$ cat src/rtl/lock_ctrl_pkg.sv
// lock_ctrl_pkg: state encodings and LED progress patterns for the combination lock
package lock_ctrl_pkg;
  typedef enum logic [2:0] {
    IDLE    = 3'd0,
    GOT1    = 3'd1,
    GOT2    = 3'd2,
    OPEN    = 3'd3,
    LOCKOUT = 3'd4
  } state_e;
  localparam logic [3:0] LED_IDLE    = 4'b0001;
  localparam logic [3:0] LED_GOT1    = 4'b0011;
  localparam logic [3:0] LED_GOT2    = 4'b0111;
  localparam logic [3:0] LED_OPEN    = 4'b1111;
  localparam logic [3:0] LED_LOCKOUT = 4'b0000;
  function automatic logic [3:0] led_of(state_e s);
    return s == IDLE ? LED_IDLE : s == GOT1 ? LED_GOT1 : s == GOT2 ? LED_GOT2 :
           s == OPEN ? LED_OPEN : LED_LOCKOUT;
  endfunction
endpackage

$ cat src/rtl/key_press_detect.sv
// key_press_detect: one-cycle press event on each rising edge of a synchronised key level
module key_press_detect (
  input  logic Clk,
  input  logic Reset,
  input  logic key_i,
  output logic press_o
);
  logic key_q;
  assign press_o = key_i & ~key_q & ~Reset;
  // History always follows the key, including during reset, so a held key never fires on release
  always_ff @(posedge Clk) key_q <= key_i;
endmodule

$ cat src/rtl/lock_sequence_controller.sv
// lock_sequence_controller: 3-step keypad code checker with fail lockout; AUTO_RELOCK_EN adds timed relock from OPEN
module lock_sequence_controller
  import lock_ctrl_pkg::*;
#(
  parameter logic [3:0] CODE0          = 4'hD,
  parameter logic [3:0] CODE1          = 4'h7,
  parameter logic [3:0] CODE2          = 4'h9,
  parameter int         MAX_FAILS      = 3,
  parameter int         LOCKOUT_CYCLES = 1000,
  parameter int         RELOCK_CYCLES  = 5000,
  parameter int         CNT_W          = 16
) (
  input  logic       Clk,
  input  logic       Reset,
  input  logic       Key1,
  input  logic       Key2,
  input  logic [3:0] Password,
  output logic [3:0] Lock,
  output logic [2:0] Stage,
  output logic       Unlocked,
  output logic       LockedOut,
  output logic [1:0] FailCount
);
  logic press1, press2, exp_key1, hit;
  logic [3:0] exp_code;
  state_e state_q, state_d;
  logic [1:0] fail_q, fail_d;
  logic [CNT_W-1:0] timer_q, timer_d;

  key_press_detect u_key1 (.Clk, .Reset, .key_i(Key1), .press_o(press1));
  key_press_detect u_key2 (.Clk, .Reset, .key_i(Key2), .press_o(press2));

  assign Stage     = state_q;
  assign FailCount = fail_q;

  // Next state: code steps, fail accounting and the shared lockout/relock timer
  always_comb begin
    exp_key1 = state_q != GOT1;
    exp_code = state_q == IDLE ? CODE0 : state_q == GOT1 ? CODE1 : CODE2;
    hit      = (exp_key1 ? press1 & ~press2 : press2 & ~press1) && Password == exp_code;
    state_d  = state_q;
    fail_d   = fail_q;
    timer_d  = '0;
    if (state_q == LOCKOUT) begin
      if (timer_q == CNT_W'(LOCKOUT_CYCLES - 1)) begin
        state_d = IDLE;
        fail_d  = '0;
      end else timer_d = timer_q + 1'b1;
    end else if (state_q == OPEN) begin
`ifdef AUTO_RELOCK_EN
      if (timer_q == CNT_W'(RELOCK_CYCLES - 1)) state_d = IDLE;
      else timer_d = timer_q + 1'b1;
`endif
    end else if (press1 | press2) begin
      if (hit) begin
        state_d = state_e'(state_q + 3'd1);
        fail_d  = state_q == GOT2 ? 2'd0 : fail_q;
      end else if (fail_q + 2'd1 == 2'(MAX_FAILS)) begin
        state_d = LOCKOUT;
        fail_d  = 2'(MAX_FAILS);
      end else begin
        state_d = IDLE;
        fail_d  = fail_q + 2'd1;
      end
    end
  end

  // State, counters and output decode all registered from the next state
  always_ff @(posedge Clk) begin
    if (Reset) begin
      state_q   <= IDLE;
      fail_q    <= '0;
      timer_q   <= '0;
      Lock      <= LED_IDLE;
      Unlocked  <= 1'b0;
      LockedOut <= 1'b0;
    end else begin
      state_q   <= state_d;
      fail_q    <= fail_d;
      timer_q   <= timer_d;
      Lock      <= led_of(state_d);
      Unlocked  <= state_d == OPEN;
      LockedOut <= state_d == LOCKOUT;
    end
  end
endmodule
$ cat config.mk
export PLATFORM = sky130hd
export DESIGN_NAME = lock_sequence_controller
export DESIGN_NICKNAME = d
export VERILOG_FILES = /design/src/rtl/lock_ctrl_pkg.sv /design/src/rtl/key_press_detect.sv /design/src/rtl/lock_sequence_controller.sv
export SDC_FILE = /design/constraint.sdc
export NUM_CORES = 1
export LEC_CHECK = 0
export CAP_MARGIN = 10
export CORE_ASPECT_RATIO = 1.5
export CORE_MARGIN = 2
export CORE_UTILIZATION = 58
export CTS_CLUSTER_SIZE = 14
export DETAILED_ROUTE_END_ITERATION = 6
export GPL_TIMING_DRIVEN = 0
export PLACE_DENSITY = 0.85
export SLEW_MARGIN = 20
export SYNTH_ARGS = -nofsm -noshare
export SYNTH_HDL_FRONTEND = slang
export SYNTH_SLANG_ARGS = --single-unit
$ cat constraint.sdc
create_clock -name Clk -period 4.15 [get_ports Clk]
set_input_delay 0.83 -clock Clk [delete_from_list [all_inputs] [get_ports Clk]]
set_output_delay 0.83 -clock Clk [all_outputs]
set_load 0.01 [all_outputs]
# After elaboration in Yosys (flattened, before gate mapping)
# Cells that the tools add are included.
# W data, S select, Z words.
# op_classes
add_sub_neg	3
n_eq_ne	15
mux	19
bitwise	13
reduce_logical	9
# ops
cell	count
$mux W3	7
$add A16 B1 Y16 const B	1
$eq A16 B10 Y1 const B	1
$mux W2	8
$eq A3 B2 Y1 const B	4
$mux W4	3
$and A1 B1 Y1	6
$eq A3 B1 Y1 const B	2
$eq A3 B3 Y1 const B	2
$logic_not A3 Y1	2
$ne A3 B1 Y1 const B	2
$not A1 Y1	6
$reduce_or A3 Y1	2
$eq A4 B4 Y1	1
$reduce_and A4 Y1	1
$reduce_or A4 Y1	1
$add A3 B1 Y3 const B	1
$add A2 B1 Y2 const B	1
$eq A2 B2 Y1 const B	1
$ne A2 B1 Y1 const B	1
$ne A2 B2 Y1 const B	1
$reduce_bool A2 Y1	1
$reduce_or A2 Y1	1
$logic_and A1 B1 Y1	1
2 further kinds	2
# word_totals
register_bits	29
input_bits	8
output_inout_bits	11
wordCells	69

# Logic depth before layout (Yosys ltp)
# Gate-level depths: netlist (run 1).
# depth
word_depth	15
ltp_mapped	7
ltp_nobuf	7

# Hierarchy
# Synthesis (run 1) repeated with hierarchy kept, for this count alone.
# hier_totals
cells_unflattened	154
area_unflattened_um2	1410.1
# modules_own_cells
mod	n_inst	cells_per_inst	area_per_inst_um2	seq_area_each_um2
lock_sequence_controller	1	150	1345.0	540.5
key_press_detect	2	2	32.5	20.0

# Worst setup path before layout (run 1)
# No wires, ideal clock.
# synth_path
path_kind	register to register
from	register state_q[0], in the netlist Stage[0]
to	register state_q[2], in the netlist Stage[2]
setup_time_ns	0.115
arrival_time_ns	2.016
required_ns	4.035
path_slack_ns	2.019
path_stages_with_launch	8
path_buffers	0
period_less_slack_ns	2.131
path_cell_list	dfxtp_1 > inv_1 > ha_1 > and4bb_1 > o211ai_2 > a211oi_4 > o211ai_2 > and2_1
# synth_via
elab_chain_cells	9
word_cells_on_any_way	15
classes_between	1 x add/sub; 5 x eq/ne; 7 x mux; 2 x reduce/logical
# synth_rtl
element	line_no	source
start, declared	lock_sequence_controller.sv:26	state_e state_q, state_d;
start signal, assigned	lock_sequence_controller.sv:78	state_q <= state_d;
$eq A3 B1 Y1	lock_sequence_controller.sv:39	exp_code = state_q == IDLE ? CODE0 : state_q == GOT1 ? CODE1 : CODE2;
$mux W4 (2 in a row)	lock_sequence_controller.sv:39	
$eq A4 B4 Y1	lock_sequence_controller.sv:40	hit = (exp_key1 ? press1 & ~press2 : press2 & ~press1) && Password == exp_code;
$logic_and A1 B1 Y1	lock_sequence_controller.sv:40	
$mux W3	lock_sequence_controller.sv:55	if (hit) begin
$mux W3	lock_sequence_controller.sv:54	end else if (press1 | press2) begin
$mux W3	lock_sequence_controller.sv:49	end else if (state_q == OPEN) begin
$mux W3 *	lock_sequence_controller.sv:44	if (state_q == LOCKOUT) begin
# Mark *: on every way between the ends. The rest lies on a longest branch, timed or not.
# A chain may end at the register's enable or synchronous reset.

# Final worst setup path (run 1)
# layout_path
from	input Password[3]
to	register Lock[3]
# layout_via
elab_chain_cells	8
word_cells_on_any_way	12
classes_between	4 x eq/ne; 5 x mux; 3 x reduce/logical
# layout_rtl
element	line_no	source
start, declared	lock_sequence_controller.sv:17	input logic [3:0] Password,
$eq A4 B4 Y1 *	lock_sequence_controller.sv:40	
$logic_and A1 B1 Y1 *	lock_sequence_controller.sv:40	
$mux W3 *	lock_sequence_controller.sv:55	
$mux W3 *	lock_sequence_controller.sv:54	
$mux W3 *	lock_sequence_controller.sv:49	
$mux W3 *	lock_sequence_controller.sv:44	
$eq A3 B1 Y1, or another cell as far along	lock_ctrl_pkg.sv:16	return s == IDLE ? LED_IDLE : s == GOT1 ? LED_GOT1 : s == GOT2 ? LED_GOT2 :
$reduce_or A4 Y1 (no source line) or $mux W4 (tied branches)	n/a	
end signal, assigned	lock_sequence_controller.sv:81	Lock <= led_of(state_d);
end, declared	lock_sequence_controller.sv:18	output logic [3:0] Lock,
# Marks and branches as above.

==> flow_summary_export.csv, run 1 <==
group,metric,value,unit
floorplan,floorplan.initialDensity,60.23,%
cts,clock_latency,0.33,ns
floorplan,core,0.002422,mm2
cts,cts_resized,0,
timing,finClkSkew,0.01048,ns
logic_synthesis,synthCells,152,
cts,path_clk_slew,0.09,ns
logic_synthesis,syn_area,0.001459,mm2
layout,fin_util,71.80,%
logic_synthesis,synth_area_leaders,"dfxtp_1, nor2_1, ha_1",
setup_path,crit_path_end_kind,"register",
logic_synthesis,synth_top_area_share,39.79,%
global_route,grt_overflow,0,
timing,rsz0062_at_grt,"no",
timing,finalWorstPathRequiredPeriod,2.528,ns
route,vias,1206,
logic_synthesis,synthFlopType,"dfxtp_1",
placement,place_hpwl,2.272,mm
cts,cts_hold_buf,0,
floorplan,chipHeight,65.43,um
cts,cts_htree_levels,2,
cts,cts_buffers,5,
logic_synthesis,synth_edf_count,0,
timing,setup-tns-final,0,ns
layout,regArea,580.6,um2
global_route,antenna_found_initial,0,
global_route,grt_pass1_vias,1202,
timing,slew_headroom,59.60,%
cts,cts_tree,"done",
global_route,grt_max_degree,11,
route,ant_nets,0,
timing,drv_slew,0,
global_route,grt.total_usage,23.03,%
power_and_ir_drop,ir_drop,285.9,uV
timing,worst_pin_slew,0.6013,ns
logic_synthesis,synth-warning-count,0,
power_and_ir_drop,p_leak,0.6652,nW
layout,area_delta_synth_final,19.21,%
layout,drive_gt1_share,11.80,%
route,wl_per_cell,15.00,um
logic_synthesis,ys_ff_latch,29,
cts,cts_setup_buffers,0,
global_route,grt_pass1_wl,4.878,mm
floorplan,dieArea,0.002941,mm2
cts,cts-root-buf,"clkbuf_4",
logic_synthesis,synth_top_cells_by_count,"dfxtp_1, nor2_1, nand2_1",
timing,fin_ws,1.622,ns
power_and_ir_drop,powerDensity,295.5,mW/mm2
route,drt_pass1_iterations,4,
route,viasPerCell,5.970,
status,status,"finished clean",
timing,hold_violations,0,
setup_path,crit_path_max_fanout,9,
logic_synthesis,avgSynthCellArea,9.598,um2
layout,multi_input_area,828.3,um2
logic_synthesis,synth.most_common_cell,"dfxtp_1",
setup_path,critical_path_arrival,2.78,ns
route,totalWireLength,3.029,mm
cts,clock_sinks,29,
cts,clock_path_buffers,2,
placement,io_buffers,18,
setup_path,crit_path_start_kind,"primary input",
setup_path,path_class,"primary input to register",
flow_run,max-cap-violations,0,
timing,setup_viol,0,
logic_synthesis,async_flop_share,0,%
logic_synthesis,synth.yosys.seq_area_share,39.79,%
floorplan,die_w,44.95,um
logic_synthesis,synth_nets,167,
logic_synthesis,synth_cell_types,44,
layout,fill_cells,187,
layout,layout.nets,192,
placement,place_ws,1.264,ns
timing,max_freq,395.5,MHz
logic_synthesis,synth.largest_area_cell,"dfxtp_1",
placement,place_congestion,0.8692,
layout,diodes,0,
timing,fin_crit_sh,60.92,%
floorplan,io_pins,19,
route,route.detailed.drc,0,
route,first_iter_violations,39,
hold_path,min_path_type,"register to register",
setup_path,crit_required,4.40,ns
floorplan,rows,22,
[cell usage in the layout, fill, tap and decap left out, types with 5 or more instances in the layout]
cell type	synthesis	layout
dfxtp_1	29	29
nor2_1	25	25
clkdlybuf4s50_1	0	18
nand2_1	9	9
xnor2_1	7	7
xor2_1	7	7
ha_1	7	7
inv_1	6	6
nand3_1	6	6
clkbuf_4	0	5
[metrics by stage]
| stage | instances | power [W] | hold WS, ns | area, um2 |
|---|---|---|---|---|
| after floorplan | 152 | 0.0003088 | 0.4298 | 1459 |
| after global placement | 194 | 0.0003237 | 0.4397 | 1669 |
| after detailed placement | 194 | 0.0003250 | 0.4520 | 1669 |
| after CTS | 202 | 0.0005198 | 0.4733 | 1739 |
| after global routing | 202 | 0.0005328 | 0.4949 | 1739 |
| final | 202 | 0.0005140 | 0.4725 | 1739 |
[metal layers]
layer / wire, um / track usage (%) / share of wire [%] / vias up
met2: 1635 / 40.00 / 54 / 34
met1: 1156 / 20.93 / 38 / 571
met3: 141 / 7.418 / 4.7 / 9
met4: 96 / 17.28 / 3.2 / 0
met5: 0 / 0 / 0 / -
li1: - / - / - / 592
[cell families after synthesis]
family                   after synthesis  share of synthesized area, %
buffers and inverters                 10                         3.430
adder cells (fa/ha/maj)                7                         6.003
XOR/XNOR                              14                         8.405
flip-flops                            29                         39.79
AND/OR/NAND/NOR                       67                         25.21
AO/OA/AOI/OAI                         24                         16.47
multiplexers                           1                        0.6861
[state kept, by name, indices dropped and copies added (netlist names)]
| register | count |
|---|---|
| FailCount | 2 |
| Lock | 4 |
| LockedOut | 1 |
| Stage | 3 |
| Unlocked | 1 |
| timer_q | 16 |
| u_key1.key_q | 1 |
| u_key2.key_q | 1 |
[worst max-delay path: stages]
cell             delay, ns
clkdlybuf4s50_1       0.48
nor3b_1               0.22
o21ai_0               0.21
a211oi_4              0.52
o211ai_2              0.26
nor3_1                0.25
[layout make-up]
cell class                      instances  area share [%]
Multi-Input combinational cell        113           47.63
Buffer                                  3           1.367
Clock buffer                            7           3.741
Inverter                                7           1.511
Timing Repair Buffer                   18           10.36
Tap cell                               24           1.727
Sequential cell                        29           33.38
Clock inverter                          1          0.2878
[power breakdown]
part           switching [W]  internal (W)  leakage [nW]  total [W]
Sequential        0.00000160      0.000281         0.235   0.000282
Clock              0.0000972     0.0000980        0.0413   0.000195
Combinational      0.0000186     0.0000177         0.389  0.0000363
Total               0.000117      0.000397         0.665   0.000514
[worst paths after layout]
| path | start | endpoint | slack (ns) | depth (start not counted) |
|---|---|---|---|---|
| max | Password[3] | Lock[3] | 1.62 | 6 |
| min | timer_q[0] | timer_q[0] | 0.47 | 1 |
| max reg2reg | Stage[0] | Lock[3] | 1.69 | 7 |
| min reg2reg | timer_q[0] | timer_q[0] | 0.47 | 1 |
No activity file was read; power rests on OpenSTA's default activity.
==> run 2, diff against run 1 <==
--- a/config.mk
+++ b/config.mk
@@ -8,11 +8,11 @@
 export CAP_MARGIN = 10
 export CORE_ASPECT_RATIO = 1.5
 export CORE_MARGIN = 2
-export CORE_UTILIZATION = 58
+export CORE_UTILIZATION = 48
 export CTS_CLUSTER_SIZE = 14
 export DETAILED_ROUTE_END_ITERATION = 6
 export GPL_TIMING_DRIVEN = 0
-export PLACE_DENSITY = 0.85
+export PLACE_DENSITY = 0.76
 export SLEW_MARGIN = 20
 export SYNTH_ARGS = -nofsm -noshare
 export SYNTH_HDL_FRONTEND = slang
==> constraint.sdc (replaced) <==
create_clock -name Clk -period 2.2 [get_ports Clk]
set_input_delay 0.44 -clock Clk [delete_from_list [all_inputs] [get_ports Clk]]
set_output_delay 0.44 -clock Clk [all_outputs]
set_load 0.01 [all_outputs]
==> flow_summary_export.csv, run 2 (synthesis gave the netlist of run 1 again) <==
group,metric,value,unit
status,status,"finished clean",
route,viasPerCell,5.404,
route,ant_nets,0,
cts,cts-root-buf,"clkbuf_8",
setup_path,critical_path_arrival,2.37,ns
timing,finalWorstPathRequiredPeriod,2.144,ns
route,route.detailed.drc,0,
floorplan,floorplan.initialDensity,50.09,%
floorplan,chipHeight,71.52,um
floorplan,dieArea,0.003506,mm2
hold_path,min_path_type,"register to register",
setup_path,r2r_end,"LockedOut",
global_route,grt_pass1_wl,5.071,mm
hold_path,hold_path_end,"timer_q[0]",
cts,cts_htree_levels,2,
power_and_ir_drop,switching_share,21.17,%
hold_path,hold_depth,1,
setup_path,crit_path_start_kind,"primary input",
timing,max_freq,466.3,MHz
route,highest_layer,"met4",
power_and_ir_drop,switching_power,0.0002185,W
timing,drv_slew,0,
power_and_ir_drop,comb_power_share,7.3,%
route,wl_per_cell,13.80,um
timing,slew_headroom,69.27,%
global_route,grt_max_degree,11,
floorplan,core,0.002913,mm2
power_and_ir_drop,p_seq_share,51.6,%
placement,placed_cells,209,
setup_path,r2r_cells,8,
route,drt_pass1_iterations,4,
layout,layout.nets,194,
cts,clock_path_buffers,2,
placement,place_hpwl,2.247,mm
floorplan,rows,24,
layout,regMostFlops,"timer_q",
layout,drive_gt1_share,14.53,%
layout,area_delta_synth_final,25.73,%
setup_path,reg2reg_from,"Stage[1]",
setup_path,crit_path_end_kind,"register",
cts,cts_tree,"done",
route,wl_met1,1.088,mm
route,vias,1178,
placement,io_buffers,18,
setup_path,crit_required,2.42,ns
layout,final_cells,218,
global_route,grt.total_usage,18.99,%
setup_path,r2r_setup_slack,0.15,ns
timing,finClkSkew,0.004720,ns
floorplan,io_pins,19,
cts,clock_latency,0.28,ns
layout,diodes,0,
cts,clock_sinks,29,
cts,path_clk_slew,0.06,ns
timing,hold_violations,0,
timing,hold-worst-slack,0.4626,ns
setup_path,crit_path_max_fanout,10,
cts,cts_hold_buf,0,
cts,cts_buffers,5,
hold_path,hp-start,"timer_q[0]",
global_route,grt_overflow,0,
floorplan,die_w,49.02,um
timing,setup_viol,0,
power_and_ir_drop,ir_drop,452.7,uV
power_and_ir_drop,p_total,0.001032,W
power_and_ir_drop,clkPwrFrac,41.1,%
power_and_ir_drop,powerDensity,562.8,mW/mm2
power_and_ir_drop,p_int,0.0008139,W
placement,place_congestion,0.8114,
global_route,grt_pass1_vias,1155,
timing,fin_crit_sh,97.48,%
setup_path,path_class,"primary input to register",
route,wl_met3,121,um
route,first_iter_violations,15,
route,totalWireLength,3.008,mm
power_and_ir_drop,p_leak,0.6831,nW
layout,largest_reg_flops,16,
layout,final_common_cell,"dfxtp_1",
global_route,antenna_found_initial,0,
flow_run,max-cap-violations,0,
timing,worst_pin_slew,0.4574,ns
route,wl_met2,1.708,mm
layout,layout_common_cells,"dfxtp_1, nor2_1, clkdlybuf4s50_1",
run 2: cell count changes in the layout (fill, tap and decap cells not counted), sizes merged:
cell / change
buf: +2
clkinv: -1
run 2: worst max-delay path by stage:
stage | slack [ns] | cells after the start | start | end
after floorplan | 0.07 | 7 | Stage[0] | Stage[2]
after global placement | -0.17 | 6 | Password[3] | Stage[2]
after detailed placement | -0.28 | 6 | Password[3] | Stage[2]
after CTS | 0.01 | 7 | Stage[0] | FailCount[1]
after global routing | -0.002 | 8 | Stage[1] | LockedOut
final | 0.06 | 6 | Reset | LockedOut
run 2: cell type report:
type	instances	area, um2
repair buffers	20	195.2
multi-input cells	113	868.3
inverters	7	26.28
plain buffers	3	23.77
clock buffers	7	86.33
fillers	256	1079
flip-flops and latches	29	585.6
well taps	39	48.80
run 2: timing repair:
item	in CTS	in global routing
hold endpoints to repair	0	0
buffers inserted	2	0
pin swaps	1	0
resized for setup	1	8
endpoints found under the setup margin	10	11
run 2: power by group through the flow:
stage	Sequential, W	Clock, W	Combinational (W)
3_5_place_dp	0.000545	0	0.0000679
5_1_grt	0.000534	0.000458	0.0000823
2_1_floorplan	0.000546	0	0.0000361
3_3_place_gp	0.000545	0	0.0000660
4_1_cts	0.000534	0.000441	0.0000700
6_report	0.000533	0.000424	0.0000754
run 2: critical path, stage by stage:
cell,delay [ns]
clkdlybuf4s50_1,0.56
buf_2,0.26
a2111o_1,0.41
a2111o_1,0.32
o211ai_2,0.17
o211a_1,0.21
run 2: through the flow:
stage | area, um2 | setup slack (ns) | util (%) | setup TNS [ns]
after floorplan | 1459 | 0.06908 | - | 0
after global routing | 1834 | -0.001942 | 62.97 | -0.001942
after global placement | 1688 | -0.1699 | 57.95 | -0.9428
after CTS | 1794 | 0.01288 | 61.60 | 0
final | 1834 | 0.05552 | 62.97 | 0
after detailed placement | 1688 | -0.2824 | 57.95 | -2.107
run 2: metal layers:
metal | up-vias | track usage [%]
li1 | 591 | -
met1 | 558 | 17.95
met2 | 21 | 35.46
met3 | 8 | 5.208
met4 | 0 | 12.06
met5 | - | 0
